`src/rtl/tpg_video_source.sv`:
```
// Video timing generator and test-pattern source feeding the TMDS encoders.
// Produces hsync/vsync/blank and 10-bit RGB, all registered and mutually aligned.
module tpg_video_source #(
  parameter int unsigned H_ACTIVE = 640,
  parameter int unsigned H_FP     = 16,
  parameter int unsigned H_SYNC   = 96,
  parameter int unsigned H_BP     = 48,
  parameter int unsigned V_ACTIVE = 480,
  parameter int unsigned V_FP     = 10,
  parameter int unsigned V_SYNC   = 2,
  parameter int unsigned V_BP     = 33,
  parameter int unsigned CHK_LOG2 = 5
) (
  input  logic        pixclk,
  input  logic        RESET_N,
  input  logic [1:0]  pattern_sel,
  input  logic [23:0] solid_rgb,
  output logic        hsync,
  output logic        vsync,
  output logic        blank,
  output logic [9:0]  red,
  output logic [9:0]  green,
  output logic [9:0]  blue,
  output logic        frame_start,
  output logic [7:0]  frame_cnt
);

  localparam int unsigned CNT_W   = 12;
  localparam int unsigned H_TOTAL = H_ACTIVE + H_FP + H_SYNC + H_BP;
  localparam int unsigned V_TOTAL = V_ACTIVE + V_FP + V_SYNC + V_BP;
  localparam int unsigned BAR_W   = H_ACTIVE / 8;

  localparam logic [CNT_W-1:0] H_LAST   = CNT_W'(H_TOTAL - 1);
  localparam logic [CNT_W-1:0] V_LAST   = CNT_W'(V_TOTAL - 1);
  localparam logic [CNT_W-1:0] H_ACT    = CNT_W'(H_ACTIVE);
  localparam logic [CNT_W-1:0] V_ACT    = CNT_W'(V_ACTIVE);
  localparam logic [CNT_W-1:0] HS_BEG   = CNT_W'(H_ACTIVE + H_FP);
  localparam logic [CNT_W-1:0] HS_END   = CNT_W'(H_ACTIVE + H_FP + H_SYNC);
  localparam logic [CNT_W-1:0] VS_BEG   = CNT_W'(V_ACTIVE + V_FP);
  localparam logic [CNT_W-1:0] VS_END   = CNT_W'(V_ACTIVE + V_FP + V_SYNC);
  localparam logic [CNT_W-1:0] BAR_LAST = CNT_W'(BAR_W - 1);

  logic [CNT_W-1:0] h_cnt;
  logic [CNT_W-1:0] v_cnt;
  logic [CNT_W-1:0] bar_px;
  logic [2:0]       bar_idx;
  logic             start_q;
  logic [1:0]       pat_q;
  logic [23:0]      rgb_q;

  logic             h_last_c;
  logic             frame_end_c;
  logic             active_c;
  logic             hs_low_c;
  logic             vs_low_c;
  logic [7:0]       grey_c;
  logic             chk_c;
  logic [23:0]      pix_c;

  // Region decode for the current counter position
  always_comb begin
    h_last_c    = (h_cnt == H_LAST);
    frame_end_c = h_last_c && (v_cnt == V_LAST);
    active_c    = (h_cnt < H_ACT) && (v_cnt < V_ACT);
    hs_low_c    = (h_cnt >= HS_BEG) && (h_cnt < HS_END);
    vs_low_c    = (v_cnt >= VS_BEG) && (v_cnt < VS_END);
  end

  // Pattern colour for the current pixel; zero outside active video
  always_comb begin
    pix_c  = '0;
    grey_c = h_cnt[7:0] + frame_cnt;
    chk_c  = h_cnt[CHK_LOG2] ^ v_cnt[CHK_LOG2];
    if (active_c) begin
      unique case (pat_q)
        2'd0:    pix_c = {{8{~bar_idx[1]}}, {8{~bar_idx[2]}}, {8{~bar_idx[0]}}};
        2'd1:    pix_c = {grey_c, grey_c, grey_c};
        2'd2:    pix_c = chk_c ? 24'hFF_FF_FF : 24'h00_00_00;
        default: pix_c = rgb_q;
      endcase
    end
  end

  // Raster counters, bar counter, frame-boundary pattern latch and frame counter
  always_ff @(posedge pixclk or negedge RESET_N) begin
    if (!RESET_N) begin
      start_q   <= 1'b0;
      h_cnt     <= '0;
      v_cnt     <= '0;
      bar_px    <= '0;
      bar_idx   <= '0;
      pat_q     <= '0;
      rgb_q     <= '0;
      frame_cnt <= '0;
    end else if (!start_q) begin
      start_q <= 1'b1;
    end else begin
      if (h_last_c) begin
        h_cnt   <= '0;
        v_cnt   <= (v_cnt == V_LAST) ? '0 : v_cnt + CNT_W'(1);
        bar_px  <= '0;
        bar_idx <= '0;
      end else begin
        h_cnt <= h_cnt + CNT_W'(1);
        if (bar_px == BAR_LAST) begin
          bar_px  <= '0;
          bar_idx <= bar_idx + 3'd1;
        end else begin
          bar_px <= bar_px + CNT_W'(1);
        end
      end
      if (frame_end_c) begin
        pat_q     <= pattern_sel;
        rgb_q     <= solid_rgb;
        frame_cnt <= frame_cnt + 8'd1;
      end
    end
  end

  // Output register stage; holds reset levels until the first pixel is evaluated
  always_ff @(posedge pixclk or negedge RESET_N) begin
    if (!RESET_N) begin
      hsync       <= 1'b1;
      vsync       <= 1'b1;
      blank       <= 1'b0;
      red         <= '0;
      green       <= '0;
      blue        <= '0;
      frame_start <= 1'b0;
    end else if (start_q) begin
      hsync       <= ~hs_low_c;
      vsync       <= ~vs_low_c;
      blank       <= active_c;
      red         <= {2'b00, pix_c[23:16]};
      green       <= {2'b00, pix_c[15:8]};
      blue        <= {2'b00, pix_c[7:0]};
      frame_start <= (h_cnt == '0) && (v_cnt == '0);
    end
  end

endmodule

```
`config.mk`:
```
export PLATFORM = sky130hd
export DESIGN_NAME = tpg_video_source
export DESIGN_NICKNAME = d
export VERILOG_FILES = /design/src/rtl/tpg_video_source.sv
export SDC_FILE = /design/constraint.sdc
export NUM_CORES = 1
export LEC_CHECK = 0
export ABC_AREA = 1
export CAP_MARGIN = 30
export CORE_MARGIN = 5
export CORE_UTILIZATION = 50
export DETAILED_ROUTE_END_ITERATION = 10
export PLACE_DENSITY = 0.81
export SYNTH_ARGS = -nofsm -noshare
export SYNTH_HDL_FRONTEND = slang
export SYNTH_SLANG_ARGS = --single-unit
export TNS_END_PERCENT = 1
```
`constraint.sdc`:
```
create_clock -name pixclk -period 2.8 [get_ports pixclk]
set_input_delay 0.56 -clock pixclk [delete_from_list [all_inputs] [get_ports pixclk]]
set_output_delay 0.56 -clock pixclk [all_outputs]
set_load 0.01 [all_outputs]
```
==> Yosys cells after proc, flatten, opt, wreduce, memory -nomap -nowiden <==
Cells that the tools add are included.
{ "word_totals": {"register_bits": 102, "output_inout_bits": 42} }
{ "op_classes": {"n_addsub": 6, "magnitude_cmp": 6, "n_eq_ne": 5, "muxes": 9, "n_bitwise": 6, "reduce_logical": 12} }
{ "ops": {"columns": ["cell", "count"], "rows": [
  ["24-bit one-hot mux with 3 select lines", 1],
  ["12-bit 2-to-1 mux", 4],
  ["24-bit 2-to-1 mux", 2],
  ["12-bit by 1-bit adder with 12-bit output (second input constant)", 3],
  ["12-bit by 10-bit == test with 1-bit output (second input constant)", 2],
  ["12-bit zero test", 2],
  ["12-bit by 10-bit less-than comparator with 1-bit output (second input constant)", 2],
  ["12-bit by 9-bit less-than comparator with 1-bit output (second input constant)", 2],
  ["12-bit by 7-bit == test with 1-bit output (second input constant)", 1],
  ["12-bit by 10-bit greater-or-equal comparator with 1-bit output (second input constant)", 1],
  ["12-bit by 9-bit greater-or-equal comparator with 1-bit output (second input constant)", 1],
  ["8-bit by 1-bit adder with 8-bit output (second input constant)", 1],
  ["8-bit adder", 1],
  ["3-bit 2-to-1 mux", 2],
  ["2-bit AND reduction", 3],
  ["1-bit logical AND", 5],
  ["1-bit inverter", 5],
  ["3-bit by 1-bit adder with 3-bit output (second input constant)", 1],
  ["2-bit by 1-bit == test with 1-bit output (second input constant)", 1],
  ["2-bit == test (second input constant)", 1],
  ["2-bit zero test", 1],
  ["2-bit nonzero test", 1],
  ["1-bit bitwise XOR", 1]
]} }

==> Longest topological paths before layout <==
{ "depth": {"depth_word": 4, "ltp_mapped": 12, "depth_no_buf": 11} }

==> Worst setup path before layout <==
OpenSTA, ideal clock, no wires.
{ "synth_timing": {"path_type": "register to register", "startpoint": "reg frame_cnt[0]", "endpoint": "reg green[4]", "setup_time_ps": 83, "arrival_time_ps": 1731, "t_required_ps": 2717, "setup_slack_ps": 986, "path_stages_with_launch": 10, "path_buffers": 0, "synth_period_minus_slack_ps": 1814, "cell_sequence": "dfrtp_1 > ha_1 > fa_1 > nand3_1 > nand2_1 > nand2_1 > nand2_1 > o21ai_0 > nor2_1 > o21ai_0"} }
{ "synth_between": {"elab_chain_len": 3} }
{ "synth_rtl": {"columns": ["element", "line_no", "text"], "rows": [
  ["start: declaration", "25", "output logic [7:0] frame_cnt"],
  ["start signal: assignment", "115", "frame_cnt <= frame_cnt + 8'd1;"],
  ["8-bit adder", "72", "grey_c = h_cnt[7:0] + frame_cnt;"],
  ["24-bit one-hot mux with 3 select lines", "75", "unique case (pat_q)"],
  ["24-bit 2-to-1 mux", "74", "if (active_c) begin"],
  ["end signal: assignment", "135", "green <= {2'b00, pix_c[15:8]};"],
  ["end: declaration", "22", "output logic [9:0] green,"]
]} }
No other way between the ends.
A chain may end at the register's enable or synchronous reset.

==> Final worst setup path <==
{ "layout_timing": {"startpoint": "reg frame_cnt[0]", "endpoint": "reg red[4]"} }
{ "layout_between": {"elab_chain_len": 3} }
{ "layout_rtl": {"columns": ["element", "line_no", "text"], "rows": [
  ["8-bit adder", "72", null],
  ["24-bit one-hot mux with 3 select lines", "75", null],
  ["24-bit 2-to-1 mux", "74", null],
  ["end signal: assignment", "134", "red <= {2'b00, pix_c[23:16]};"],
  ["end: declaration", "21", "output logic [9:0] red,"]
]} }
No other way between the ends.

==> metrics list <==
- The clock tree synthesis step divided the H-tree into 3 levels.
- Aggregate global routing overflow: 0
- Final nets: 806
* Area of the die: 13,000 µm²
- Vias in the first global route: 4,676
- Slew HR: 51.7%
- STA classifies the critical path endpoint as a register.
* Max_cap viols: 0
* Count of cells resized by post-cts repair: 0
* Max FO, Critical Path: 4
- Counting flops with a built-in enable in the synthesized netlist gives 0.
* Half-perimeter wire length after placement: 9.60 mm
* Share of cells above drive strength 1: 5.08%
- After clock tree synthesis, the flow added hold-fix buffers numbering 0.
- Category of the worst setup path launch point: register
- The sequential cells in the finished layout cover a total of 2550 µm².
- Drt pass-1 iters: 5
- Total count of max-transition violations in the final report: 0
- The number of different library cells used by synthesis comes to 40.
- Post-detailed-route count of antenna-violating nets: 0
- A synthesized cell averages 7.76 µm².
* Clock Root Buffer: sky130_fd_sc_hd__clkbuf_8
- The number of antenna violations at the first check in global routing came to 0.
- The path class of the tightest hold or removal check is in2async.
- # Post-CTS Setup Buffers: 0
* Starting density of the core: 50.5%
- Power share of the combinational group: 18.6%
- Dividing the detail-routed wire length by the instance count gives 14.2 µm.
- Main flop type after synthesis: sky130_fd_sc_hd__dfrtp_1
- Summing over every cut layer, the via total after detailed routing is 4,809.
- Total of fill cells in the finished design: 959
- At the end of routability-driven placement, the weighted congestion stood at 0.906.
* Via density: 5.30
- Chip width: 114 µm
- The first global-routing pass estimated 22.0 mm of wire.
- For the worst setup path, the data arrival time is 2.38 ns.
* Final Hold Fails: 0
- For this run, design rule violations remaining after detail routing come to 0.
- The analysis attributes to net switching a power of 0.000957 W.
* P_leak: 3.10 nW
- Final std cell area, no fill: 6350 µm²
* Post-synthesis async set-or-reset flop share: 100%
* Mapped Area: 5430 µm²
- GRT Resource Usage Total: 20.8%
- Clock latency on the worst-skew pair: 0.38 ns
- Min cycle time layout: 2.08 ns
* Worst clock skew: 0.0165 ns
- Of the synthesized area, sequential elements account for 47.0%.
- Cell area after placement: 6170 µm²
* Fraction of power spent switching nets: 30.5%
* Transition time at the pin with the least slew margin: 0.717 ns
- Setup violations remaining at the end of the flow were counted as 0.
* Routed WL: 12.9 mm
* Maximum clock path buffer count: 2
* Setup Crit Path Kind: reg2reg
- Unrepaired setup endpoints after global routing: no
* Share of the core filled with cells: 59.1%
- In this run, CTS created clock tree buffers numbering 9.
- Flip-flop and latch count after synthesis: 102
- The flow ran to the end, and the final reports show no timing, DRC or antenna violations.
* Number of primary I/O pins: 70
- After clock tree synthesis, the clock-pin slew on the worst setup and hold paths is 0.10 ns.
- Buffers on Ports: 63
* Highest ir drop seen on vdd: 257 µV
* Required time worst endpoint: 3.10 ns
- Sequential cells burn 54.3% of the power.
* TritonCTS clock tree: yes
* Antenna cell count: 0
- Of the total power, the clock network draws 27.1%.
* Largest net degree at the start of global routing: 59
- Compared with the post-synthesis result, the final layout area differs by 16.9%.
- Tcrit/Tclk final: 74.2%
* Number of violations reported at the end of detailed-routing iteration 0: 389
* Sum of negative setup slack: 0 ns
- Number of warnings printed during yosys synthesis: 0
* Power per cell area: 494 nW/µm²
* Die span in y: 114 µm
- CTS saw 102 sinks.
- Placeable core region: 10,700 µm²
- The cell count after synthesis came out at 700.
- Total power consumption of the routed design: 0.00314 W
- Summing all multi-input logic gate instances after layout gives 2500 µm².
- Internal power comes to 0.00218 W.
* Maximum clock frequency: 482 MHz
* Number of cell rows: 38
worst paths after layout:
kind / startpoint / end / slack, ns / cells past startpoint
max: frame_cnt[0] / red[4] / 0.72 / 9
min: RESET_N / start_q / 0.08 / 1
max reg2reg: frame_cnt[0] / red[4] / 0.72 / 9
min reg2reg: rgb_q[4] / rgb_q[4] / 0.49 / 2
max in group asynchronous: RESET_N / vsync / 2.03 / 2
min in group pixclk: rgb_q[4] / rgb_q[4] / 0.49 / 2
cell usage in the layout, fill, tap and decap left out, types with 11 or more instances in the layout:
cell,count
sky130_fd_sc_hd__a21oi_1,11
sky130_fd_sc_hd__clkdlybuf4s50_1,62
sky130_fd_sc_hd__dfrtp_1,100
sky130_fd_sc_hd__ha_1,14
sky130_fd_sc_hd__inv_1,58
sky130_fd_sc_hd__nand2_1,253
sky130_fd_sc_hd__nand3_1,44
sky130_fd_sc_hd__nor2_1,64
sky130_fd_sc_hd__nor3_1,16
sky130_fd_sc_hd__o21ai_0,39
sky130_fd_sc_hd__xor2_1,21
layer usage:
metal | up-vias | wire length [µm] | track usage [%]
met5 | - | 0 | 0
met1 | 2300 | 5740 | 28.2
met2 | 152 | 6160 | 33.8
met3 | 23 | 685 | 3.07
met4 | 0 | 302 | 8.23
li1 | 2334 | - | -
per-stage QoR:
step	hold slack [ns]	setup WS, ns	instances
after floorplan	0.264	0.986	705
after global placement	0.456	0.786	892
after detailed placement	0.464	0.758	892
after CTS	0.0724	0.730	908
after global routing	0.0873	0.511	908
final	0.0834	0.723	908
synthesized netlist by cell type, types with 4 or more instances:
library cell                 n  area (µm²)
sky130_fd_sc_hd__nor2_1     64         240
sky130_fd_sc_hd__nand4_1    10        62.6
sky130_fd_sc_hd__inv_2       6        22.5
sky130_fd_sc_hd__nor3_1     16        80.1
sky130_fd_sc_hd__xnor2_1     4        35.0
sky130_fd_sc_hd__clkbuf_1    7        26.3
sky130_fd_sc_hd__o21ai_0    39         195
sky130_fd_sc_hd__ha_1       14         175
sky130_fd_sc_hd__nand3_1    44         220
sky130_fd_sc_hd__o221ai_1    6        52.6
sky130_fd_sc_hd__xor2_1     21         184
sky130_fd_sc_hd__dfrtp_1   100        2500
sky130_fd_sc_hd__buf_2       5        25.0
sky130_fd_sc_hd__inv_1      58         218
sky130_fd_sc_hd__a21oi_1    11        55.1
sky130_fd_sc_hd__nand2_1   253         950
sky130_fd_sc_hd__buf_4       8        60.1
power by group through the flow:
stage | logic [W] | registers, W | clock network [W]
after global routing | 0.000677 | 0.00172 | 0.000938
after CTS | 0.000588 | 0.00170 | 0.000880
after global placement | 0.000568 | 0.00172 | 0
after detailed placement | 0.000586 | 0.00173 | 0
after floorplan | 0.000370 | 0.00171 | 0
final | 0.000584 | 0.00170 | 0.000851
flip-flops by register name, summed over array words and instances, names as in the netlist:
| register | flops |
|---|---|
| v_cnt | 12 |
| h_cnt | 12 |
| blank | 1 |
| hsync | 1 |
| green | 8 |
| start_q | 1 |
| bar_px | 12 |
| bar_idx | 3 |
| pat_q | 2 |
| vsync | 1 |
| blue | 8 |
| rgb_q | 24 |
| red | 8 |
| frame_cnt | 8 |
| frame_start | 1 |
cells by family after synthesis:
kind of cell	Yosys count	synth area share (%)
buf+inv	89	7.26
xor+xnor	25	4.03
simple gates	403	31.3
compound gates	63	6.43
other cells	2	0.138
mux	1	0.184
flops	102	47.0
fa+ha+maj	15	3.59
worst max-delay path: stages, from the launching register on:
cell and delay [ns]:
sky130_fd_sc_hd__dfrtp_1 0.45, sky130_fd_sc_hd__ha_1 0.25, sky130_fd_sc_hd__fa_1 0.42, sky130_fd_sc_hd__nand3_1 0.10, sky130_fd_sc_hd__nand2_1 0.09, sky130_fd_sc_hd__nand2_1 0.07
sky130_fd_sc_hd__nand2_1 0.04, sky130_fd_sc_hd__o21ai_0 0.33, sky130_fd_sc_hd__nor2_1 0.08, sky130_fd_sc_hd__o21ai_0 0.18
cell type report:
class	instances	share of cell area, %
Inverter	66	3.92
Clock inverter	4	0.473
Multi-Input combinational cell	514	39.4
Clock buffer	12	2.29
Tap cell	140	2.76
Sequential cell	102	40.2
Timing Repair Buffer	70	10.9
No activity file was read; power rests on OpenSTA's default activity.
